[config.mk]
export PLATFORM = sky130hd
export DESIGN_NAME = reg_file_access_ctrl
export DESIGN_NICKNAME = d
export VERILOG_FILES = /design/src/rtl/reg_file_access_ctrl.sv
export SDC_FILE = /design/constraint.sdc
export NUM_CORES = 1
export LEC_CHECK = 0
export ABC_CLOCK_PERIOD_IN_PS = 5300
export CAP_MARGIN = 10
export CORE_ASPECT_RATIO = 1.1
export CORE_UTILIZATION = 35
export DETAILED_ROUTE_END_ITERATION = 8
export GPL_TIMING_DRIVEN = 0
export MAX_ROUTING_LAYER = met4
export SKIP_LAST_GASP = 1
export SLEW_MARGIN = 15
export SYNTH_ARGS = -nofsm -noshare
export SYNTH_HDL_FRONTEND = slang
export SYNTH_SLANG_ARGS = --single-unit
[constraint.sdc]
create_clock -name clk -period 5.3 [get_ports clk]
set_clock_uncertainty 0.15 [all_clocks]
set_input_delay 1.06 -clock clk [delete_from_list [all_inputs] [get_ports clk]]
set_output_delay 1.06 -clock clk [all_outputs]
set_load 0.005 [all_outputs]
[src/rtl/reg_file_access_ctrl.sv]
// ---------------------------------------------------------------------------
// reg_file_access_ctrl
//
// Debug/test-host access sequencer for the CPU register file. It accepts
// single READ/WRITE commands and two bulk operations (DUMP, CLEAR) on a
// valid/ready command channel. It drives the register file's write port and
// read port 1, and returns one or more results on a valid/ready response
// channel.
//
// Ports
//   clk, rst_n          clock (rising edge), asynchronous active-low reset
//   cmd_valid/ready     command handshake; cmd_ready is high only in IDLE
//   cmd_op              00 READ, 01 WRITE, 10 DUMP, 11 CLEAR
//   cmd_addr, cmd_data  target register and write data
//   rsp_valid/ready     response handshake
//   rsp_addr/data/last  registered response fields, stable until handshake
//   busy                high whenever the sequencer is not in IDLE
//   rf_wen/waddr/wdata  register-file write port
//   rf_raddr, rf_rdata  register-file read port (rf_rdata is combinational)
// ---------------------------------------------------------------------------
module reg_file_access_ctrl #(
  parameter int DATA_WIDTH = 32,
  parameter int ADDR_WIDTH = 5,
  parameter int REG_NUM    = 32
) (
  input  logic                  clk,
  input  logic                  rst_n,
  // command channel
  input  logic                  cmd_valid,
  output logic                  cmd_ready,
  input  logic [1:0]            cmd_op,
  input  logic [ADDR_WIDTH-1:0] cmd_addr,
  input  logic [DATA_WIDTH-1:0] cmd_data,
  // response channel
  output logic                  rsp_valid,
  input  logic                  rsp_ready,
  output logic [ADDR_WIDTH-1:0] rsp_addr,
  output logic [DATA_WIDTH-1:0] rsp_data,
  output logic                  rsp_last,
  output logic                  busy,
  // register-file ports
  output logic                  rf_wen,
  output logic [ADDR_WIDTH-1:0] rf_waddr,
  output logic [DATA_WIDTH-1:0] rf_wdata,
  output logic [ADDR_WIDTH-1:0] rf_raddr,
  input  logic [DATA_WIDTH-1:0] rf_rdata
);

  // FSM encoding
  localparam logic [2:0] ST_IDLE = 3'd0;
  localparam logic [2:0] ST_WR   = 3'd1;
  localparam logic [2:0] ST_RD   = 3'd2;
  localparam logic [2:0] ST_CLR  = 3'd3;
  localparam logic [2:0] ST_RESP = 3'd4;

  // Command opcodes
  localparam logic [1:0] OP_READ  = 2'b00;
  localparam logic [1:0] OP_WRITE = 2'b01;
  localparam logic [1:0] OP_DUMP  = 2'b10;
  localparam logic [1:0] OP_CLEAR = 2'b11;

  // Bulk operations stop on this index, so the counter never wraps.
  localparam logic [ADDR_WIDTH-1:0] LAST_IDX  = ADDR_WIDTH'(REG_NUM - 1);
  localparam logic [ADDR_WIDTH-1:0] IDX_ONE   = ADDR_WIDTH'(1);
  // CLEAR reports how many registers it wrote (all but register 0).
  localparam logic [DATA_WIDTH-1:0] CLR_COUNT = DATA_WIDTH'(REG_NUM - 1);

  // -------------------------------------------------------------------------
  // State
  // -------------------------------------------------------------------------
  logic [2:0]            state_q,    state_d;
  logic [1:0]            op_q,       op_d;
  logic [ADDR_WIDTH-1:0] addr_q,     addr_d;
  logic [DATA_WIDTH-1:0] data_q,     data_d;
  logic [ADDR_WIDTH-1:0] index_q,    index_d;
  logic [ADDR_WIDTH-1:0] rsp_addr_q, rsp_addr_d;
  logic [DATA_WIDTH-1:0] rsp_data_q, rsp_data_d;
  logic                  rsp_last_q, rsp_last_d;

  // Last driven register-file addresses/data; idle ports hold these values.
  logic [ADDR_WIDTH-1:0] rf_waddr_q;
  logic [DATA_WIDTH-1:0] rf_wdata_q;
  logic [ADDR_WIDTH-1:0] rf_raddr_q;

  logic                  cmd_fire;
  logic                  rsp_fire;
  logic [ADDR_WIDTH-1:0] rd_sel_addr;

  assign cmd_fire    = cmd_valid && cmd_ready;
  assign rsp_fire    = rsp_valid && rsp_ready;
  // READ targets the latched address, DUMP walks the index.
  assign rd_sel_addr = (op_q == OP_DUMP) ? index_q : addr_q;

  // -------------------------------------------------------------------------
  // Handshake and status outputs
  // -------------------------------------------------------------------------
  assign cmd_ready = (state_q == ST_IDLE);
  assign busy      = (state_q != ST_IDLE);
  assign rsp_valid = (state_q == ST_RESP);
  assign rsp_addr  = rsp_addr_q;
  assign rsp_data  = rsp_data_q;
  assign rsp_last  = rsp_last_q;

  // -------------------------------------------------------------------------
  // Register-file port drive
  // -------------------------------------------------------------------------
  // rf_wen is purely combinational from the state so that an asynchronous
  // reset removes it in the same instant, leaving a partial CLEAR untouched.
  always_comb begin
    // NOTE: every output gets a default before the case, otherwise states
    // that do not mention a signal would infer a latch.
    rf_wen   = 1'b0;
    rf_waddr = rf_waddr_q;
    rf_wdata = rf_wdata_q;
    rf_raddr = rf_raddr_q;
    case (state_q)
      ST_WR: begin
        // Register 0 is hard-wired; the write is suppressed but still answered.
        rf_wen   = (addr_q != '0);
        rf_waddr = addr_q;
        rf_wdata = data_q;
      end
      ST_RD: begin
        rf_raddr = rd_sel_addr;
      end
      ST_CLR: begin
        rf_wen   = 1'b1;
        rf_waddr = index_q;
        rf_wdata = '0;
      end
      default: ;
    endcase
  end

  // -------------------------------------------------------------------------
  // Next-state logic
  // -------------------------------------------------------------------------
  always_comb begin
    state_d    = state_q;
    op_d       = op_q;
    addr_d     = addr_q;
    data_d     = data_q;
    index_d    = index_q;
    rsp_addr_d = rsp_addr_q;
    rsp_data_d = rsp_data_q;
    rsp_last_d = rsp_last_q;

    case (state_q)
      ST_IDLE: begin
        if (cmd_fire) begin
          op_d   = cmd_op;
          addr_d = cmd_addr;
          data_d = cmd_data;
          case (cmd_op)
            OP_READ:  state_d = ST_RD;
            OP_WRITE: state_d = ST_WR;
            OP_DUMP: begin
              state_d = ST_RD;
              index_d = '0;
            end
            default: begin // OP_CLEAR
              state_d = ST_CLR;
              index_d = IDX_ONE;
            end
          endcase
        end
      end

      ST_WR: begin
        rsp_addr_d = addr_q;
        rsp_data_d = (addr_q == '0) ? '0 : data_q;
        rsp_last_d = 1'b1;
        state_d    = ST_RESP;
      end

      ST_RD: begin
        rsp_addr_d = rd_sel_addr;
        rsp_data_d = rf_rdata;
        rsp_last_d = (op_q != OP_DUMP) || (index_q == LAST_IDX);
        state_d    = ST_RESP;
      end

      ST_CLR: begin
        if (index_q == LAST_IDX) begin
          rsp_addr_d = LAST_IDX;
          rsp_data_d = CLR_COUNT;
          rsp_last_d = 1'b1;
          state_d    = ST_RESP;
        end else begin
          index_d = index_q + IDX_ONE;
        end
      end

      ST_RESP: begin
        if (rsp_fire) begin
          if (rsp_last_q) begin
            state_d = ST_IDLE;
          end else begin
            // Only a DUMP produces non-final responses.
            index_d = index_q + IDX_ONE;
            state_d = ST_RD;
          end
        end
      end

      default: state_d = ST_IDLE;
    endcase
  end

  // -------------------------------------------------------------------------
  // Sequential state
  // -------------------------------------------------------------------------
  // NOTE: every register here has a reset value; there is no storage array
  // in this block, so nothing is left uninitialised.
  always_ff @(posedge clk or negedge rst_n) begin
    if (!rst_n) begin
      state_q    <= ST_IDLE;
      op_q       <= OP_READ;
      addr_q     <= '0;
      data_q     <= '0;
      index_q    <= '0;
      rsp_addr_q <= '0;
      rsp_data_q <= '0;
      rsp_last_q <= 1'b0;
      rf_waddr_q <= '0;
      rf_wdata_q <= '0;
      rf_raddr_q <= '0;
    end else begin
      // NOTE: non-blocking assignments so every register samples the values
      // from before this edge, independent of statement order.
      state_q    <= state_d;
      op_q       <= op_d;
      addr_q     <= addr_d;
      data_q     <= data_d;
      index_q    <= index_d;
      rsp_addr_q <= rsp_addr_d;
      rsp_data_q <= rsp_data_d;
      rsp_last_q <= rsp_last_d;
      rf_waddr_q <= rf_waddr;
      rf_wdata_q <= rf_wdata;
      rf_raddr_q <= rf_raddr;
    end
  end

endmodule
# After elaboration in Yosys (flattened, before gate mapping)
# Cells that the tools add are included.
# word_totals
reg_bits,127
inputBits,75
# classes
addsub,1
n_eq_ne,15
mux,24
reduce_logical,17
# ops
operator,count
$pmux W32 S3,1
$mux W32,2
$pmux W32 S2,1
$mux W5,7
$pmux W5 S3,2
$pmux W5 S2,2
$pmux W3 S4,1
$ne A2 B2 Y1 const B,5
$mux W3,3
$reduce_bool A3 Y1,3
$eq A3 B2 Y1 const B,2
$reduce_and A6 Y1,1
$reduce_or A2 Y1,3
$add A5 B1 Y5 const B,1
$eq A5 B5 Y1 const B,1
$logic_not A5 Y1,1
$reduce_bool A5 Y1,1
$eq A2 B2 Y1 const B,2
$ne A2 B1 Y1 const B,2
$pmux W2 S2,1
$reduce_and A2 Y1,2
$eq A3 B1 Y1 const B,1
$eq A3 B3 Y1 const B,1
$logic_not A3 Y1,1
other kinds (9),10

# Depth between registers and ports, before layout
# logic_depth
ltp_word,5
mapped_depth,10
depth_no_buf,7

# Least setup slack after synthesis
# Ideal clock, no wire load.
# synth_timing
kind,register -> output
startpoint,register state_q[1]
endpoint,output rf_raddr[0]
arrival_time_ns,1.390
slack_ns,2.700
stages_incl_launch_ff,8
n_path_buf,3
path_cell_list,dfrtp_1 -> nor2b_1 -> buf_2 -> nor2b_1 -> clkbuf_2 -> buf_2 -> nor2_1 -> a21oi_1
# synth_via
elab_chain_cells,2
# synth_lines
element,line,source
"start, declared",71,"logic [2:0] state_q, state_d;"
"start signal, assigned",231,state_q <= state_d;
$eq A3 B2 Y1,116,case (state_q)
$mux W5,116,
"end, declared",45,"output logic [ADDR_WIDTH-1:0] rf_raddr,"
# Every way passes these cells.

# Final worst setup path
# layout_timing
startpoint,register state_q[2]
endpoint,output rf_wdata[11]
# layout_via
elab_chain_cells,2
word_cells_on_any_way,3
# layout_lines
element,line,source
$eq A3 B2 Y1 or $eq A3 B1 Y1 (tied branches),116,
$pmux W32 S2 *,116,
"end, declared",44,"output logic [DATA_WIDTH-1:0] rf_wdata,"
# Mark *: on every way between the ends. The rest lies on a longest branch, timed or not.

==> metrics.txt <==
die area=16500 um2; Filler cells=1417; GR Overflow Total=0; min setup slack post-route=1.20 ns; placed cells=895; Multi-input gate area=2200 um2; Via Count=4666; M1 WL=6920 um; pre-CTS setup slack=1.61 ns; Syn Area/Cell=10.4 um2; Via density=5.03; Arrival @ worst endpoint=2.89 ns; clock latency at the later pin of the worst-skew pair=0.42 ns; Main synth FF type=dfrtp_1; final slew viol count=0; HP Class=reg2reg; non-filler cells, final=928; post-layout min period=4.10 ns; outcome=complete, no violations; type of destination of the critical path=output pin; worst hold start=rsp_addr[3]; initial antenna violation count=1; Sinks on Clock Net=127; # rows=48; CTS resizes=0; Post-CTS Setup Inserts=0; Port-buffer cells=158; RSZ-0062 raised after global routing=no; Top Metal Used=met4; Top Ports=159; async set-reset flop share out of synthesis=1.00; TritonCTS clock tree=yes; synthesized area=5590 um2; Initial DRC Count=233; number of global-route vias before repair=4838; CP Launch Point=state_q[2]; Final ANT Viol Nets=0; critical path start-end classification=reg2out; Final Hold Vio Count=0; Met3 Routed Length=912 um; FMAX=244 MHz; Critical Path Start Type=register; syn_nets=613; Post-synth EDFFs=0; die extent in y=135 um; largest net degree at the start of global routing=72; leakage power=0.00343 uW; starting density of the core=0.357; worst-path fanout max=10; ratio of cells with drive above 1 in the final layout=0.132; Register Area=3180 um2; gp weighted congestion=0.818; post-synthesis cell type count=41; total CTS buffers=17; clock root cell=clkbuf_16; Mapped Cells=536; period utilization=0.774; CTS Buffer Depth=2; H-tree levels=4; Least-Margin Pin Slew=0.631 ns; synthesized flop and latch total=127; die span in x=123 um; Setup-failing EPs final=0; worst r2r src=index_q[0]; drc violations=0; PD cells=641 nW/um2; core area=15700 um2; wire length per cell=17.3 um; Reg clk slew, reported paths=0.06 ns; Post-DP HPWL=11500 um; max-cap viol count=0; Nets=791; drt total wl=16100 um; Total GRT Usage=0.214; drt pass-1 iters=4; sequential fraction of the synthesis area=0.568; worst relative slew slack=0.578; Peak VDD IR=0.289 mV; met2 WL=8050 um; yosys warns=0; Critical Path RT=4.09 ns; synthesis-to-finish area growth=44.8%; hold-fix buffers at CTS=0; first-pass GRT wire length=25600 um
-- sequential cells by signal, indices dropped and copies added, names as in the netlist --
name,count
addr_q,5
rsp_data,32
op_q,2
rsp_last,1
data_q,32
rf_raddr_q,5
index_q,5
rf_wdata_q,32
rf_waddr_q,5
rsp_addr,5
state_q,3
-- synthesized netlist by cell type, types with 2 or more instances --
master	instances	area [um2]
mux2_2	39	439
ha_1	2	25.0
a31oi_1	30	188
nor2_1	40	150
nand2_1	78	293
mux2i_1	12	120
nand2b_1	36	225
a21oi_1	17	85.1
o21ai_0	69	345
buf_2	8	40.0
dfrtp_1	127	3180
nor3_1	3	15.0
and2_1	2	12.5
nand3_1	2	10.0
nor2b_1	8	50.1
o221ai_1	2	17.5
inv_2	2	7.51
inv_1	5	18.8
buf_4	3	22.5
buf_6	3	33.8
clkbuf_2	2	10.0
clkbuf_1	20	75.1
o2bb2ai_1	4	35.0
o31ai_1	5	37.5
-- worst max-delay path: stages (launching register included) --
cell and delay, ns:
dfrtp_1 0.44, inv_2 0.16, nand2_1 0.14, clkbuf_1 0.37, clkbuf_1 0.51, nand2_1 0.10
o21ai_0 0.15, clkdlybuf4s50_1 0.60
-- routing by layer --
| layer | track usage | vias to the layer above |
|---|---|---|
| met5 | - | - |
| met4 | 0.0691 | 0 |
| met3 | 0.0511 | 15 |
| met2 | 0.341 | 147 |
| met1 | 0.267 | 2289 |
| li1 | - | 2215 |
-- where the power goes --
group,internal (uW),switching [uW],leakage [uW]
registers,1420,277,0.00151
clock network,837,423,0.000313
logic,1170,1060,0.00160
total,3430,1760,0.00343
-- cells by family (layout without fill, tap and decap cells) --
logic type | Yosys count | count (layout) | synth area share
fa+ha+maj | 2 | 2 | 0.00448
other cells | 0 | 1 | 0
buf+inv | 43 | 234 | 0.0372
mux | 51 | 51 | 0.100
flops | 127 | 127 | 0.568
simple gates | 174 | 174 | 0.144
compound gates | 139 | 139 | 0.146
-- layout make-up --
type,instances,share of cell area
diodes,1,0.000309
plain buffers,36,0.0224
clock buffers,23,0.0603
clock inverters,9,0.0192
inverters,7,0.00325
multi-input cells,366,0.272
flip-flops and latches,127,0.393
well taps,200,0.0309
repair buffers,159,0.199
-- cells in the final DEF, fill, tap and decap left out, drive strengths merged, types with 4 or more instances in the layout --
cell type      count
clkdlybuf4s50    157
nor2b              8
dfrtp            127
a21oi             18
mux2              39
a31oi             30
buf               16
mux2i             12
nor2              40
inv                7
nand2b            36
o2bb2ai            4
bufinv             4
nand2             78
clkbuf            45
o21ai             69
clkinv             4
o31ai              5
nor3               4
-- final timing paths --
check	endpoint	slack [ns]	cells past startpoint
max in group asynchronous	index_q[0]	3.79	2
hold reg to reg	rsp_addr[3]	0.33	1
hold / removal	rsp_addr[3]	0.33	1
setup / recovery	rf_wdata[11]	1.20	7
setup reg to reg	rsp_data[24]	2.62	9
min in group asynchronous	rf_wdata_q[25]	0.45	1
-- stage by stage --
stage | area (um2) | hold WS, ns | setup TNS, ns | utilization | power (uW)
after global placement | 7420 | 0.319 | -244.85 | 0.473 | 3900
final | 8100 | 0.333 | 0 | 0.517 | 5190
after global routing | 8100 | 0.351 | 0 | 0.517 | 5560
after detailed placement | 7450 | 0.321 | 0 | 0.475 | 3970
after CTS | 8090 | 0.338 | 0 | 0.516 | 5250
after floorplan | 5590 | 0.323 | 0 | - | 2830
Power figures use the tool's default switching activity.
